[config.mk]
export PLATFORM = sky130hd
export DESIGN_NAME = genram_arbiter_flat
export DESIGN_NICKNAME = d
export VERILOG_FILES = /design/src/rtl/genram_arbiter_if.sv /design/src/rtl/genram_arbiter.sv /design/src/flat_wrapper.sv
export SDC_FILE = /design/constraint.sdc
export NUM_CORES = 1
export LEC_CHECK = 0
export BUFFER_PORTS_ARGS = -buffer_cell sky130_fd_sc_hd__buf_2
export CAP_MARGIN = 25
export CORE_MARGIN = 5
export CORE_UTILIZATION = 39
export DETAILED_ROUTE_END_ITERATION = 8
export PLACE_DENSITY = 0.79
export SETUP_SLACK_MARGIN = 0.1
export SYNTH_ARGS = -nofsm -noshare
export SYNTH_HDL_FRONTEND = slang
export SYNTH_SLANG_ARGS = --single-unit
export TNS_END_PERCENT = 1
[constraint.sdc]
create_clock -name clk -period 1.8 [get_ports clk]
set_input_delay 0.36 -clock clk [delete_from_list [all_inputs] [get_ports clk]]
set_output_delay 0.36 -clock clk [all_outputs]
set_load 0.02 [all_outputs]
[src/rtl/genram_arbiter_if.sv]
// Request, response and RAM-pin bundle between the two genram masters and the arbiter.
// The slave modport is the arbiter's view. The master modport is the requesters' and RAM's view.
interface genram_arbiter_if #(
  parameter int AW = 6,
  parameter int DW = 8
);
  logic          req0_valid;
  logic          req0_we;
  logic [AW-1:0] req0_addr;
  logic [DW-1:0] req0_wdata;
  logic          req0_lock;
  logic          req0_ready;

  logic          req1_valid;
  logic          req1_we;
  logic [AW-1:0] req1_addr;
  logic [DW-1:0] req1_wdata;
  logic          req1_ready;

  logic          rsp0_valid;
  logic [DW-1:0] rsp0_data;
  logic          rsp1_valid;
  logic [DW-1:0] rsp1_data;

  logic          ram_wr;
  logic          ram_rd;
  logic [AW-1:0] ram_addr;
  logic [DW-1:0] ram_din;
  logic [DW-1:0] ram_dout;

  modport slave (
    input  req0_valid, req0_we, req0_addr, req0_wdata, req0_lock,
    input  req1_valid, req1_we, req1_addr, req1_wdata,
    input  ram_dout,
    output req0_ready, req1_ready,
    output rsp0_valid, rsp0_data, rsp1_valid, rsp1_data,
    output ram_wr, ram_rd, ram_addr, ram_din
  );

  modport master (
    output req0_valid, req0_we, req0_addr, req0_wdata, req0_lock,
    output req1_valid, req1_we, req1_addr, req1_wdata,
    output ram_dout,
    input  req0_ready, req1_ready,
    input  rsp0_valid, rsp0_data, rsp1_valid, rsp1_data,
    input  ram_wr, ram_rd, ram_addr, ram_din
  );
endinterface

[src/rtl/genram_arbiter.sv]
// Round-robin arbiter sharing one single-port genram between two masters. It grants in the same cycle.
// Read data arrives one cycle after the grant. A requester that loses waits with valid held; a lock by requester 0 blocks requester 1.
module genram_arbiter #(
  parameter int AW = 6,
  parameter int DW = 8
) (
  input  logic              clk,
  input  logic              rst,
  genram_arbiter_if.slave   bus
);

  typedef struct packed {
    logic          we;
    logic [AW-1:0] addr;
    logic [DW-1:0] wdata;
  } req_t;

  typedef enum logic {
    UNLOCKED = 1'b0,
    LOCKED   = 1'b1
  } lock_t;

  lock_t         lock_q;
  lock_t         lock_d;
  logic          last;
  logic          pend_rd;
  logic          pend_id;
  logic [DW-1:0] hold0;
  logic [DW-1:0] hold1;

  logic          locked;
  logic          gnt0;
  logic          gnt1;
  logic          gnt_any;
  req_t          req0;
  req_t          req1;
  req_t          sel;
  logic          rsp0_vld;
  logic          rsp1_vld;

  assign locked = (lock_q == LOCKED);
  assign req0   = '{we: bus.req0_we, addr: bus.req0_addr, wdata: bus.req0_wdata};
  assign req1   = '{we: bus.req1_we, addr: bus.req1_addr, wdata: bus.req1_wdata};

  // A tie goes to whichever requester was not granted last. Under lock, only requester 0 is eligible.
  always_comb begin
    gnt0 = 1'b0;
    gnt1 = 1'b0;
    if (!rst) begin
      if (locked) begin
        gnt0 = bus.req0_valid;
      end else if (bus.req0_valid && bus.req1_valid) begin
        gnt0 = last;
        gnt1 = !last;
      end else begin
        gnt0 = bus.req0_valid;
        gnt1 = bus.req1_valid;
      end
    end
  end

  assign gnt_any        = gnt0 | gnt1;
  assign sel            = gnt1 ? req1 : req0;
  assign bus.req0_ready = gnt0;
  assign bus.req1_ready = gnt1;

  assign bus.ram_addr = sel.addr;
  assign bus.ram_din  = sel.wdata;
  assign bus.ram_wr   = gnt_any & sel.we;
  assign bus.ram_rd   = gnt_any & ~sel.we;

  // Gating with rst drops any read that was granted just before reset.
  assign rsp0_vld       = !rst && pend_rd && !pend_id;
  assign rsp1_vld       = !rst && pend_rd && pend_id;
  assign bus.rsp0_valid = rsp0_vld;
  assign bus.rsp1_valid = rsp1_vld;
  assign bus.rsp0_data  = rsp0_vld ? bus.ram_dout : hold0;
  assign bus.rsp1_data  = rsp1_vld ? bus.ram_dout : hold1;

  always_comb begin
    lock_d = lock_q;
    if (gnt0 && bus.req0_lock) begin
      lock_d = LOCKED;
    end else if (!bus.req0_lock) begin
      lock_d = UNLOCKED;
    end
  end

  always_ff @(posedge clk) begin
    if (rst) begin
      lock_q <= UNLOCKED;
    end else begin
      lock_q <= lock_d;
    end
  end

  always_ff @(posedge clk) begin
    if (rst) begin
      last    <= 1'b1;
      pend_rd <= 1'b0;
      pend_id <= 1'b0;
      hold0   <= '0;
      hold1   <= '0;
    end else begin
      if (gnt_any) begin
        last <= gnt1;
      end
      pend_rd <= gnt_any & ~sel.we;
      pend_id <= gnt1;
      if (rsp0_vld) begin
        hold0 <= bus.ram_dout;
      end
      if (rsp1_vld) begin
        hold1 <= bus.ram_dout;
      end
    end
  end

  a_one_grant: assert property (@(posedge clk) !(bus.req0_ready && bus.req1_ready));
  a_wr_rd_excl: assert property (@(posedge clk) !(bus.ram_wr && bus.ram_rd));
  a_rdy_needs_vld: assert property (@(posedge clk)
    (!bus.req0_ready || bus.req0_valid) && (!bus.req1_ready || bus.req1_valid));

endmodule
[src/flat_wrapper.sv]
// flat-port wrapper written by rule: the top's interface ports become plain ports
module genram_arbiter_flat 
#(
  parameter int AW = 6,
  parameter int DW = 8
)
  (clk, rst, bus_req0_valid, bus_req0_we, bus_req0_addr, bus_req0_wdata, bus_req0_lock, bus_req1_valid, bus_req1_we, bus_req1_addr, bus_req1_wdata, bus_ram_dout, bus_req0_ready, bus_req1_ready, bus_rsp0_valid, bus_rsp0_data, bus_rsp1_valid, bus_rsp1_data, bus_ram_wr, bus_ram_rd, bus_ram_addr, bus_ram_din);
  genram_arbiter_if #(.AW(AW), .DW(DW)) bus_i ();
  input  logic clk;
  input  logic rst;
  input wire logic [$bits(bus_i.req0_valid)-1:0] bus_req0_valid;
  input wire logic [$bits(bus_i.req0_we)-1:0] bus_req0_we;
  input wire logic [$bits(bus_i.req0_addr)-1:0] bus_req0_addr;
  input wire logic [$bits(bus_i.req0_wdata)-1:0] bus_req0_wdata;
  input wire logic [$bits(bus_i.req0_lock)-1:0] bus_req0_lock;
  input wire logic [$bits(bus_i.req1_valid)-1:0] bus_req1_valid;
  input wire logic [$bits(bus_i.req1_we)-1:0] bus_req1_we;
  input wire logic [$bits(bus_i.req1_addr)-1:0] bus_req1_addr;
  input wire logic [$bits(bus_i.req1_wdata)-1:0] bus_req1_wdata;
  input wire logic [$bits(bus_i.ram_dout)-1:0] bus_ram_dout;
  output wire logic [$bits(bus_i.req0_ready)-1:0] bus_req0_ready;
  output wire logic [$bits(bus_i.req1_ready)-1:0] bus_req1_ready;
  output wire logic [$bits(bus_i.rsp0_valid)-1:0] bus_rsp0_valid;
  output wire logic [$bits(bus_i.rsp0_data)-1:0] bus_rsp0_data;
  output wire logic [$bits(bus_i.rsp1_valid)-1:0] bus_rsp1_valid;
  output wire logic [$bits(bus_i.rsp1_data)-1:0] bus_rsp1_data;
  output wire logic [$bits(bus_i.ram_wr)-1:0] bus_ram_wr;
  output wire logic [$bits(bus_i.ram_rd)-1:0] bus_ram_rd;
  output wire logic [$bits(bus_i.ram_addr)-1:0] bus_ram_addr;
  output wire logic [$bits(bus_i.ram_din)-1:0] bus_ram_din;
  assign bus_i.req0_valid = bus_req0_valid;
  assign bus_i.req0_we = bus_req0_we;
  assign bus_i.req0_addr = bus_req0_addr;
  assign bus_i.req0_wdata = bus_req0_wdata;
  assign bus_i.req0_lock = bus_req0_lock;
  assign bus_i.req1_valid = bus_req1_valid;
  assign bus_i.req1_we = bus_req1_we;
  assign bus_i.req1_addr = bus_req1_addr;
  assign bus_i.req1_wdata = bus_req1_wdata;
  assign bus_i.ram_dout = bus_ram_dout;
  assign bus_req0_ready = bus_i.req0_ready;
  assign bus_req1_ready = bus_i.req1_ready;
  assign bus_rsp0_valid = bus_i.rsp0_valid;
  assign bus_rsp0_data = bus_i.rsp0_data;
  assign bus_rsp1_valid = bus_i.rsp1_valid;
  assign bus_rsp1_data = bus_i.rsp1_data;
  assign bus_ram_wr = bus_i.ram_wr;
  assign bus_ram_rd = bus_i.ram_rd;
  assign bus_ram_addr = bus_i.ram_addr;
  assign bus_ram_din = bus_i.ram_din;
  genram_arbiter #(.AW(AW), .DW(DW)) u_core (.clk(clk), .rst(rst), .bus(bus_i));
endmodule
; ---- Word-level counts from Yosys, hierarchy flattened
; Cells that the tools add are included.
[classes]
bitwise = 4
div_mod_pow = 0
mul = 0
n_reduce_logical = 8
eq_ne = 1
shifts = 0
muxes = 11
n_lt_le_gt_ge = 0
n_addsub = 0
[op_table]
columns = operator, n
row1 = $mux W8, 2
row2 = $mux W15, 1
row3 = $mux W1, 8
row4 = $logic_and A1 B1 Y1, 5
row5 = $logic_not A1 Y1, 3
row6 = $and A1 B1 Y1, 2
row7 = $ne A2 B1 Y1 const B, 1
row8 = $not A1 Y1, 1
row9 = $or A1 B1 Y1, 1
[totals]
inputBits = 43
latchBits = 0
reg_bits = 20
word_cells = 30
romBits = 0
out_inout_bits = 36
mem_bits_rw = 0
n_memories = 0

; ---- Longest topological paths before layout
; Gate-level depths: netlist of run 1.
[depth]
ltp_word = 7
depth_mapped = 6
ltp_nobuf = 4

; ---- Least setup slack after synthesis of run 1
; Ideal clock, no wire load.
[synth_timing]
path_type = in2out
startpoint = input port rst
endpoint = output port bus_ram_wr
slack_ns = -0.118
required_time_ns = 1.440
t_arrival_ns = 1.558
path_stages = 3
path_cell_list = clkbuf_1 nor3_1 a22o_1
[synth_between]
elab_chain_cells = 3
word_cells_on_any_way = 5
classes_between = 3 x mux / 2 x bitwise
[synth_rtl]
columns = element, line
row1 = "start, declared", flat_wrapper.sv:10  ; input logic rst;
row2 = $mux W1, genram_arbiter.sv:49  ; if (!rst) begin
row3 = named net bus_req0_ready, flat_wrapper.sv:21  ; output wire logic [$bits(bus_i.req0_ready)-1:0] bus_req0_ready;
row4 = $or A1 B1 Y1, genram_arbiter.sv:62  ; assign gnt_any = gnt0 | gnt1;
row5 = $and A1 B1 Y1, genram_arbiter.sv:69  ; assign bus.ram_wr = gnt_any & sel.we;
row6 = "end, declared", flat_wrapper.sv:27  ; output wire logic [$bits(bus_i.ram_wr)-1:0] bus_ram_wr;
; The timed path passes the listed nets, and every way through them passes these cells.

; ---- Final worst setup path of run 1
[layout_timing]
startpoint = register u_core.lock_q
endpoint = output port bus_ram_din[7]
[layout_between]
elab_chain_cells = 3
[layout_rtl]
columns = element, line
row1 = "start, declared", genram_arbiter.sv:23  ; lock_t lock_q;
row2 = "start signal, assigned", genram_arbiter.sv:93  ; lock_q <= lock_d;
row3 = $mux W1, genram_arbiter.sv:50  ; if (locked) begin
row4 = $mux W1, genram_arbiter.sv:49
row5 = $mux W15, genram_arbiter.sv:63  ; assign sel = gnt1 ? req1 : req0;
row6 = "end, declared", flat_wrapper.sv:30  ; output wire logic [$bits(bus_i.ram_din)-1:0] bus_ram_din;
; Every way passes these cells.

==> PnR_summary.wiki, run 1 <==
{| class="wikitable"
! Metric !! Value
|-
| Run status || finished with violations
|-
| Violations in the final reports || setup timing
|-
| Detailed-route wire length || roughly 2700 um
|-
| Max-cap violations || 0
|-
| Insertion delay to the later sink of the worst-skew pair || a little under 0.3 ns
|-
| Yosys top cell by area || sky130_fd_sc_hd__dfxtp_1
|-
| Syn nets || 132
|-
| Antenna-violating nets left || 0
|-
| GR met1 Demand/Resource || 15.25%
|-
| Register-to-Register Setup Slack || 0.53 ns
|-
| Internal power || around 0.73 mW
|-
| Post-synth top flop || sky130_fd_sc_hd__dfxtp_1
|-
| Clk pin slew, worst setup/hold paths || about 0.11 ns
|-
| Achievable Freq || 499.8 MHz
|-
| Worst reg2reg startpoint || u_core.pend_id$_SDFF_PP0_
|-
| Number of global-route vias before repair || approximately 1.1k
|-
| Net Sw Frac || 26.88%
|-
| Top cell type's share of synthesized area || 39.26%
|-
| Critical path data required time || 1.44 ns
|-
| Post-synthesis average cell area || 11.46 um^2
|-
| Worst setup slack after layout || -0.2007 ns
|-
| Cell Pwr Density || between 600 and 700 nW/um^2
|-
| Share of the clock period used by the worst path || 111.2%
|-
| Worst vdd ir || 357.1 uV
|-
| Antenna violations before repair || 0
|-
| Worst r2r path cells || 4
|-
| Worst Hold Slack || 0.2705 ns
|-
| GRT overflow || 0
|-
| Met2 track demand over resource || between 20% and 30%
|-
| Commonest cells post-synth || sky130_fd_sc_hd__mux2_2 (24), sky130_fd_sc_hd__dfxtp_1 (20), sky130_fd_sc_hd__nor2b_1 (16)
|-
| Instance count along the most critical hold path || 2
|-
| Port Buffers || 78
|-
| Dominant cells by area after synthesis || sky130_fd_sc_hd__dfxtp_1 (39%), sky130_fd_sc_hd__mux2_2 (27%), sky130_fd_sc_hd__nor2b_1 (9.8%), sky130_fd_sc_hd__mux2_4 (8.8%), sky130_fd_sc_hd__nor3b_1 (2.2%)
|-
| Cell chosen for the clock root || sky130_fd_sc_hd__clkbuf_4
|-
| Fraction of power consumed by combinational cells || 28.5%
|-
| Core Footprint || 2500 um^2
|-
| Maximum buffer depth of the clock tree || 2
|-
| Layout cells sized above 1 || just over 70%
|-
| # IOs || 79
|-
| Per-cell routed wire length || roughly 13 um
|-
| Area of the mapped netlist || 1020 um^2
|-
| Worst slew margin relative to its limit || 77.49%
|-
| Count of H-tree levels built during CTS || 1
|-
| Setup crit start kind || register
|-
| Initial Util || 40.79%
|-
| Capture instance of the worst register-to-register path || u_core.hold0[1]$_SDFF_PP0_
|-
| DRC errors left || 0
|-
| Critical path fanouts, max || 18
|-
| Distinct cells, synth || 17
|-
| Busiest metal layer after global routing || met2
|-
| Final core utilization || 64.91%
|-
| Via-per-instance ratio || 4.752
|-
| Die Height || 61.14 um
|-
| Critical path class || register to primary output
|-
| Path category of the worst min-delay check || input pin to register
|-
| Area Overhead vs Synth || 59.14%
|-
| Number of sinks driven by the clock tree || 20
|-
| Antenna diode instance count || 0
|-
| Area after DPL || 1475 um^2
|-
| Total CTS buffers || 3
|-
| Row cnt || 18
|-
| Final Cell Area || 1623 um^2
|-
| Sequential fraction of the synthesis area || 39.26%
|-
| Count of endpoints failing hold in the final timing report || 0
|-
| TritonCTS clock tree || yes
|-
| Net total in the final layout || 216
|-
| Post-CTS setup buffer count || 0
|-
| DRC violation total after the first TritonRoute iteration || 7
|-
| Worst path cell trace || nand2b_4, a211o_1, buf_12, mux2_4, buf_2
|-
| Pleak || 0.8699 nW
|-
| Family of cells with the greatest summed delay on the critical path || flip-flops
|-
| Most repeated cell in the gate-level netlist after synthesis || sky130_fd_sc_hd__mux2_2
|-
| Synthesis warning total || 0
|-
| Crit path arrival time || roughly 1.6 ns
|-
| Transition time of the tightest slew-check pin || about 0.34 ns
|-
| Total track usage || between 10% and 20%
|-
| Horizontal die dimension || 61.14 um
|-
| DR vias || 960
|-
| Number of slew-limit violations in the final report || 0
|-
| Power spent charging and discharging nets || about 0.27 mW
|-
| Placer's final routability congestion estimate || 0.7068
|-
| Synthesized instance count || 89
|-
| Power after layout || 0.9978 mW
|-
| Combined buffer and inverter count along the critical path || 2
|-
| Final HPWL from detailed placement || around 2200 um
|-
| Share of power burned in the clock network || 25.3%
|-
| Met3 routing resource usage after global routing || 4.822%
|-
| Number of enable flip-flop cells after synthesis || 0
|-
| Sequential fraction of design power || 46.2%
|-
| Pre-Repair DR Iteration Count || 4
|-
| Floorplan die area || 3737 um^2
|-
| Setup violation total in the final timing report || 24
|-
| Synthesis-stage register bit count || 20
|-
| Fin crit period || 2.001 ns
|-
| Largest net degree at the start of global routing || 19
|-
| Master of the slowest instance on the critical path || sky130_fd_sc_hd__dfxtp_2
|-
| Asr flop ratio synth || 0%
|-
| Hold Path Origin || bus_req1_we
|-
| Fill count || 219
|-
| Hold worst-path end || u_core.pend_rd$_SDFF_PP0_
|-
| Type of element capturing the critical path || primary output
|-
| Wire length of the first global-routing pass || 4243 um
|-
| Unrepaired setup endpoints after global routing || true
|-
| Crit-path max cell delay || 0.35 ns
|-
| Post-Route Skew || 0.004272 ns
|}
-- sequential cells by signal, indices dropped and copies added (netlist names) --
| name | count |
|---|---|
| u_core.hold0 | 8 |
| u_core.hold1 | 8 |
| u_core.last | 1 |
| u_core.lock_q | 1 |
| u_core.pend_id | 1 |
| u_core.pend_rd | 1 |
-- worst max-delay path by stage --
stage / startpoint / endpoint / slack (ns) / cells after the start
global placement: rst / bus_rsp0_data[2] / 0.01 / 5
global route: u_core.lock_q$_SDFFE_PP0P_ / bus_ram_din[7] / -0.28 / 5
CTS: u_core.lock_q$_SDFFE_PP0P_ / bus_ram_addr[4] / -0.22 / 5
detailed placement: bus_req1_valid / bus_ram_addr[0] / -0.01 / 6
finish: u_core.lock_q$_SDFFE_PP0P_ / bus_ram_din[7] / -0.20 / 5
floorplan: u_core.lock_q$_SDFFE_PP0P_ / bus_ram_wr / 0.10 / 6
-- final cells by class --
| type | count | area [um^2] | share of cell area [%] |
|---|---|---|---|
| well taps | 30 | 37.54 | 2.313 |
| flip-flops and latches | 20 | 404.1 | 24.90 |
| multi-input cells | 59 | 586.8 | 36.16 |
| repair buffers | 84 | 539.3 | 33.23 |
| clock buffers | 4 | 36.28 | 2.236 |
| inverters | 5 | 18.77 | 1.157 |
-- stage by stage --
| stage | cells | setup slack, ns | TNS, ns |
|---|---|---|---|
| finish | 202 | -0.2007 | -2.915 |
| global route | 202 | -0.2759 | -4.857 |
| CTS | 202 | -0.2184 | -3.352 |
| detailed placement | 198 | -0.01181 | -0.02134 |
| global placement | 198 | 0.01269 | 0 |
| floorplan | 89 | 0.1028 | 0 |
-- power groups by stage --
stage | Combinational (mW) | Sequential [mW] | Clock, mW
floorplan | 0.156 | 0.469 | 0
global route | 0.307 | 0.463 | 0.287
finish | 0.284 | 0.461 | 0.253
CTS | 0.274 | 0.461 | 0.265
global placement | 0.249 | 0.469 | 0
detailed placement | 0.255 | 0.470 | 0
-- placed cells by master, fill, tap and decap left out --
cell and n:
sky130_fd_sc_hd__buf_2 58, sky130_fd_sc_hd__mux2_2 23, sky130_fd_sc_hd__dfxtp_1 17, sky130_fd_sc_hd__nor2b_1 16, sky130_fd_sc_hd__buf_4 14, sky130_fd_sc_hd__buf_6 11
sky130_fd_sc_hd__mux2_4 7, sky130_fd_sc_hd__inv_1 5, sky130_fd_sc_hd__clkbuf_4 3, sky130_fd_sc_hd__dfxtp_2 3, sky130_fd_sc_hd__a211o_1 2, sky130_fd_sc_hd__nor3b_1 2
sky130_fd_sc_hd__o2bb2ai_1 2, sky130_fd_sc_hd__nand2b_4 1, sky130_fd_sc_hd__nor3b_2 1, sky130_fd_sc_hd__nand3b_1 1, sky130_fd_sc_hd__nor3_2 1, sky130_fd_sc_hd__a22o_4 1
sky130_fd_sc_hd__nand2b_1 1, sky130_fd_sc_hd__a21oi_1 1, sky130_fd_sc_hd__clkbuf_8 1, sky130_fd_sc_hd__buf_12 1
-- per-layer routing --
layer / share of wire [%] / up-vias
met4: 0 / 0
li1: - / 472
met5: 0 / -
met1: 33 / 427
met2: 50 / 61
met3: 16 / 0
-- cells by family (layout without fill, tap and decap cells) --
| family | Yosys count | count (layout) | synth area share [%] |
|---|---|---|---|
| simple gates | 23 | 23 | 14.48 |
| flops | 20 | 20 | 39.26 |
| compound gates | 6 | 6 | 4.786 |
| buf+inv | 10 | 93 | 6.135 |
| mux | 30 | 30 | 35.34 |
-- timing repair --
action                                  in CTS  in global routing
pin swaps                                    1                  0
endpoints found under the setup margin      33                 34
cloned                                       0                  0
resized for setup                           26                 11
hold buffers                                 0                  0
Power figures use the tool's default switching activity.
==> run 2, diff against run 1 <==
--- a/config.mk
+++ b/config.mk
@@ -7,6 +7,7 @@
 export LEC_CHECK = 0
 export BUFFER_PORTS_ARGS = -buffer_cell sky130_fd_sc_hd__buf_2
 export CAP_MARGIN = 25
+export CORE_ASPECT_RATIO = 1.75
 export CORE_MARGIN = 5
 export CORE_UTILIZATION = 39
 export DETAILED_ROUTE_END_ITERATION = 8
==> PnR_summary.wiki, run 2 (synthesis gave the netlist of run 1 again) <==
{| class="wikitable"
! Metric !! Value
|-
| Core Footprint || 2492 um^2 (was 2500 um^2)
|-
| Power after layout || 1.082 mW (was 0.9978 mW)
|-
| GRT overflow || 0 (unchanged)
|-
| Type of element capturing the critical path || primary output (unchanged)
|-
| Horizontal die dimension || 48.66 um (was 61.14 um)
|-
| Number of slew-limit violations in the final report || 0 (unchanged)
|-
| Hold buffers post-CTS || 0 (unchanged)
|-
| Setup Total Neg Slack || -2.392 ns (was -2.915 ns)
|-
| Critical path data required time || 1.44 ns (about the same)
|-
| Critical path class || register to primary output (unchanged)
|-
| Max-cap violations || 0 (unchanged)
|-
| Cell chosen for the clock root || sky130_fd_sc_hd__clkbuf_8 (was sky130_fd_sc_hd__clkbuf_4)
|-
| Run status || finished with violations (unchanged)
|-
| Crit-path max cell delay || 0.32 ns (was 0.35 ns)
|-
| Post-Route Skew || 0.0006738 ns (was 0.004272 ns)
|-
| Fill count || 170 (was 219)
|-
| Wire length of the first global-routing pass || 4933 um (was 4243 um)
|-
| Die Height || 77.65 um (was 61.14 um)
|-
| Cell Pwr Density || 588.9 nW/um^2 (was 614.9 nW/um^2)
|-
| Master of the slowest instance on the critical path || sky130_fd_sc_hd__dfxtp_2 (unchanged)
|-
| Power spent charging and discharging nets || 0.2918 mW (was 0.2682 mW)
|-
| Final HPWL from detailed placement || 2431 um (was 2211 um)
|-
| Number of global-route vias before repair || 1110 (was 1058)
|-
| Count of cell instances traversed by the critical path || 5 (unchanged)
|-
| Per-cell routed wire length || 16.92 um (was 13.21 um)
|-
| Count of H-tree levels built during CTS || 1 (unchanged)
|-
| Antenna violations before repair || 0 (unchanged)
|-
| Achievable Freq || 506.4 MHz (was 499.8 MHz)
|-
| # IOs || 79 (unchanged)
|-
| Row cnt || 24 (was 18)
|-
| Detailed-route wire length || 3368 um (was 2668 um)
|-
| Pre-Repair DR Iteration Count || 4 (unchanged)
|-
| Crit path arrival time || 1.61 ns (was 1.64 ns)
|-
| DR vias || 995 (was 960)
|-
| DRC errors left || 0 (unchanged)
|-
| Worst path cell trace || nand2b_4, a211o_4, buf_12, mux2_4, buf_6 (was nand2b_4, a211o_1, buf_12, mux2_4, buf_2)
|-
| Family of cells with the greatest summed delay on the critical path || flip-flops (unchanged)
|-
| Via-per-instance ratio || 5.000 (was 4.752)
|-
| Floorplan die area || 3778 um^2 (was 3737 um^2)
|-
| Area Overhead vs Synth || 80.25% (was 59.14%)
|-
| Antenna diode instance count || 0 (unchanged)
|-
| Maximum buffer depth of the clock tree || 2 (unchanged)
|-
| Antenna-violating nets left || 0 (unchanged)
|-
| Net total in the final layout || 218 (was 216)
|-
| Fraction of power consumed by combinational cells || 31.2% (was 28.5%)
|-
| Setup crit start kind || register (unchanged)
|-
| Number of sinks driven by the clock tree || 20 (unchanged)
|-
| Worst slew margin relative to its limit || 74.63% (was 77.49%)
|-
| Instance count along the most critical hold path || 2 (unchanged)
|-
| Total CTS buffers || 3 (unchanged)
|-
| Met3 routing resource usage after global routing || 4.981% (was 4.822%)
|-
| GR met1 Demand/Resource || 14.40% (was 15.25%)
|-
| Pleak || 0.9532 nW (was 0.8699 nW)
|-
| Insertion delay to the later sink of the worst-skew pair || 0.25 ns (was 0.29 ns)
|-
| Count of endpoints failing hold in the final timing report || 0 (unchanged)
|-
| Register-to-Register Setup Slack || 0.53 ns (about the same)
|-
| Top flop regs || u_core.hold0 (8), u_core.hold1 (8) (unchanged)
|-
| Transition time of the tightest slew-check pin || 0.3785 ns (was 0.3369 ns)
|-
| Largest net degree at the start of global routing || 17 (was 19)
|-
| Combined buffer and inverter count along the critical path || 2 (unchanged)
|-
| Worst setup slack after layout || -0.1746 ns (was -0.2007 ns)
|-
| Unrepaired setup endpoints after global routing || true (unchanged)
|-
| Net Sw Frac || 26.96% (was 26.88%)
|-
| Leading cell type in the layout, fill and taps excluded || sky130_fd_sc_hd__buf_2 (unchanged)
|-
| DRC violation total after the first TritonRoute iteration || 6 (was 7)
|-
| Clk pin slew, worst setup/hold paths || 0.07 ns (was 0.11 ns)
|-
| Final core utilization || 73.75% (was 64.91%)
|-
| Sequential fraction of design power || 42.8% (was 46.2%)
|-
| Worst vdd ir || 428.8 uV (was 357.1 uV)
|-
| TritonCTS clock tree || yes (unchanged)
|-
| Initial Util || 40.91% (was 40.79%)
|-
| Port Buffers || 78 (unchanged)
|-
| Met2 track demand over resource || 31.54% (was 28.10%)
|-
| Worst r2r path cells || 4 (unchanged)
|-
| Path category of the worst min-delay check || input pin to register (unchanged)
|-
| Share of power burned in the clock network || 26.0% (was 25.3%)
|-
| Setup violation total in the final timing report || 16 (was 24)
|-
| Internal power || 0.7906 mW (was 0.7297 mW)
|-
| Total track usage || 15.95% (was 14.70%)
|-
| Most frequent cells in the layout || sky130_fd_sc_hd__buf_2 (50), sky130_fd_sc_hd__buf_6 (28), sky130_fd_sc_hd__mux2_4 (22) (was sky130_fd_sc_hd__buf_2 (58), sky130_fd_sc_hd__mux2_2 (23), sky130_fd_sc_hd__dfxtp_1 (17))
|-
| Critical path fanouts, max || 5 (was 18)
|-
| Share of the clock period used by the worst path || 109.7% (was 111.2%)
|-
| Busiest metal layer after global routing || met2 (unchanged)
|-
| Violations in the final reports || setup timing (unchanged)
|-
| Worst Hold Slack || 0.3546 ns (was 0.2705 ns)
|-
| Placer's final routability congestion estimate || 0.7736 (was 0.7068)
|-
| Fin crit period || 1.975 ns (was 2.001 ns)
|-
| Post-Place Setup Slack || -0.01478 ns (was -0.01181 ns)
|-
| Layout cells sized above 1 || 75.14% (was 72.67%)
|}
[run 2: cell types whose count changed in the layout (fill, tap and decap cells not counted), sizes merged]
cell,before,now
buf,84,86
clkbuf,4,3
[run 2: per-layer routing]
| metal | vias to the layer above | share of wire (%) |
|---|---|---|
| met2 | 59 | 59 |
| met4 | 0 | 1.2 |
| met3 | 4 | 9.5 |
| li1 | 474 | - |
| met5 | - | 0 |
| met1 | 458 | 30 |
[run 2: worst reg2reg max path: stages (launching register included)]
cell	delay (ns)
sky130_fd_sc_hd__dfxtp_2	0.33
sky130_fd_sc_hd__nor3b_2	0.18
sky130_fd_sc_hd__buf_6	0.19
sky130_fd_sc_hd__mux2_4	0.33
sky130_fd_sc_hd__nor2b_1	0.14
[run 2: final timing paths]
kind | from | endpoint
setup / recovery | u_core.lock_q$_SDFFE_PP0P_ | bus_ram_din[7]
hold / removal | bus_req1_we | u_core.pend_rd$_SDFF_PP0_
setup reg to reg | u_core.pend_rd$_SDFF_PP0_ | u_core.hold0[3]$_SDFF_PP0_
hold reg to reg | u_core.hold0[0]$_SDFF_PP0_ | u_core.hold0[0]$_SDFF_PP0_
[run 2: power groups by stage]
stage / Sequential, mW / Clock, mW / Combinational (mW)
floorplan: 0.469 / 0 / 0.156
global placement: 0.469 / 0 / 0.250
detailed placement: 0.471 / 0 / 0.257
CTS: 0.462 / 0.281 / 0.319
global route: 0.463 / 0.311 / 0.357
finish: 0.463 / 0.282 / 0.338
[run 2: stage by stage]
stage,instance area [um^2],instances
2_1_floorplan,1033,89
3_3_place_gp,1463,193
3_5_place_dp,1463,193
4_1_cts,1717,199
5_1_grt,1838,199
6_report,1838,199
[run 2: timing repair]
item | in CTS | in global routing
pin swaps | 1 | 1
gates resized for setup | 48 | 35
cloned | 2 | 0
buffers inserted | 1 | 0
endpoints found under the setup margin | 26 | 34
[run 2: final cells by class]
class                   instances  area (um^2)  area share, %
repair buffers                 86        678.2          36.90
flip-flops and latches         20        404.1          21.99
clock buffers                   3        41.29          2.246
well taps                      26        32.53          1.770
inverters                       5        18.77          1.021
multi-input cells              59        663.1          36.08
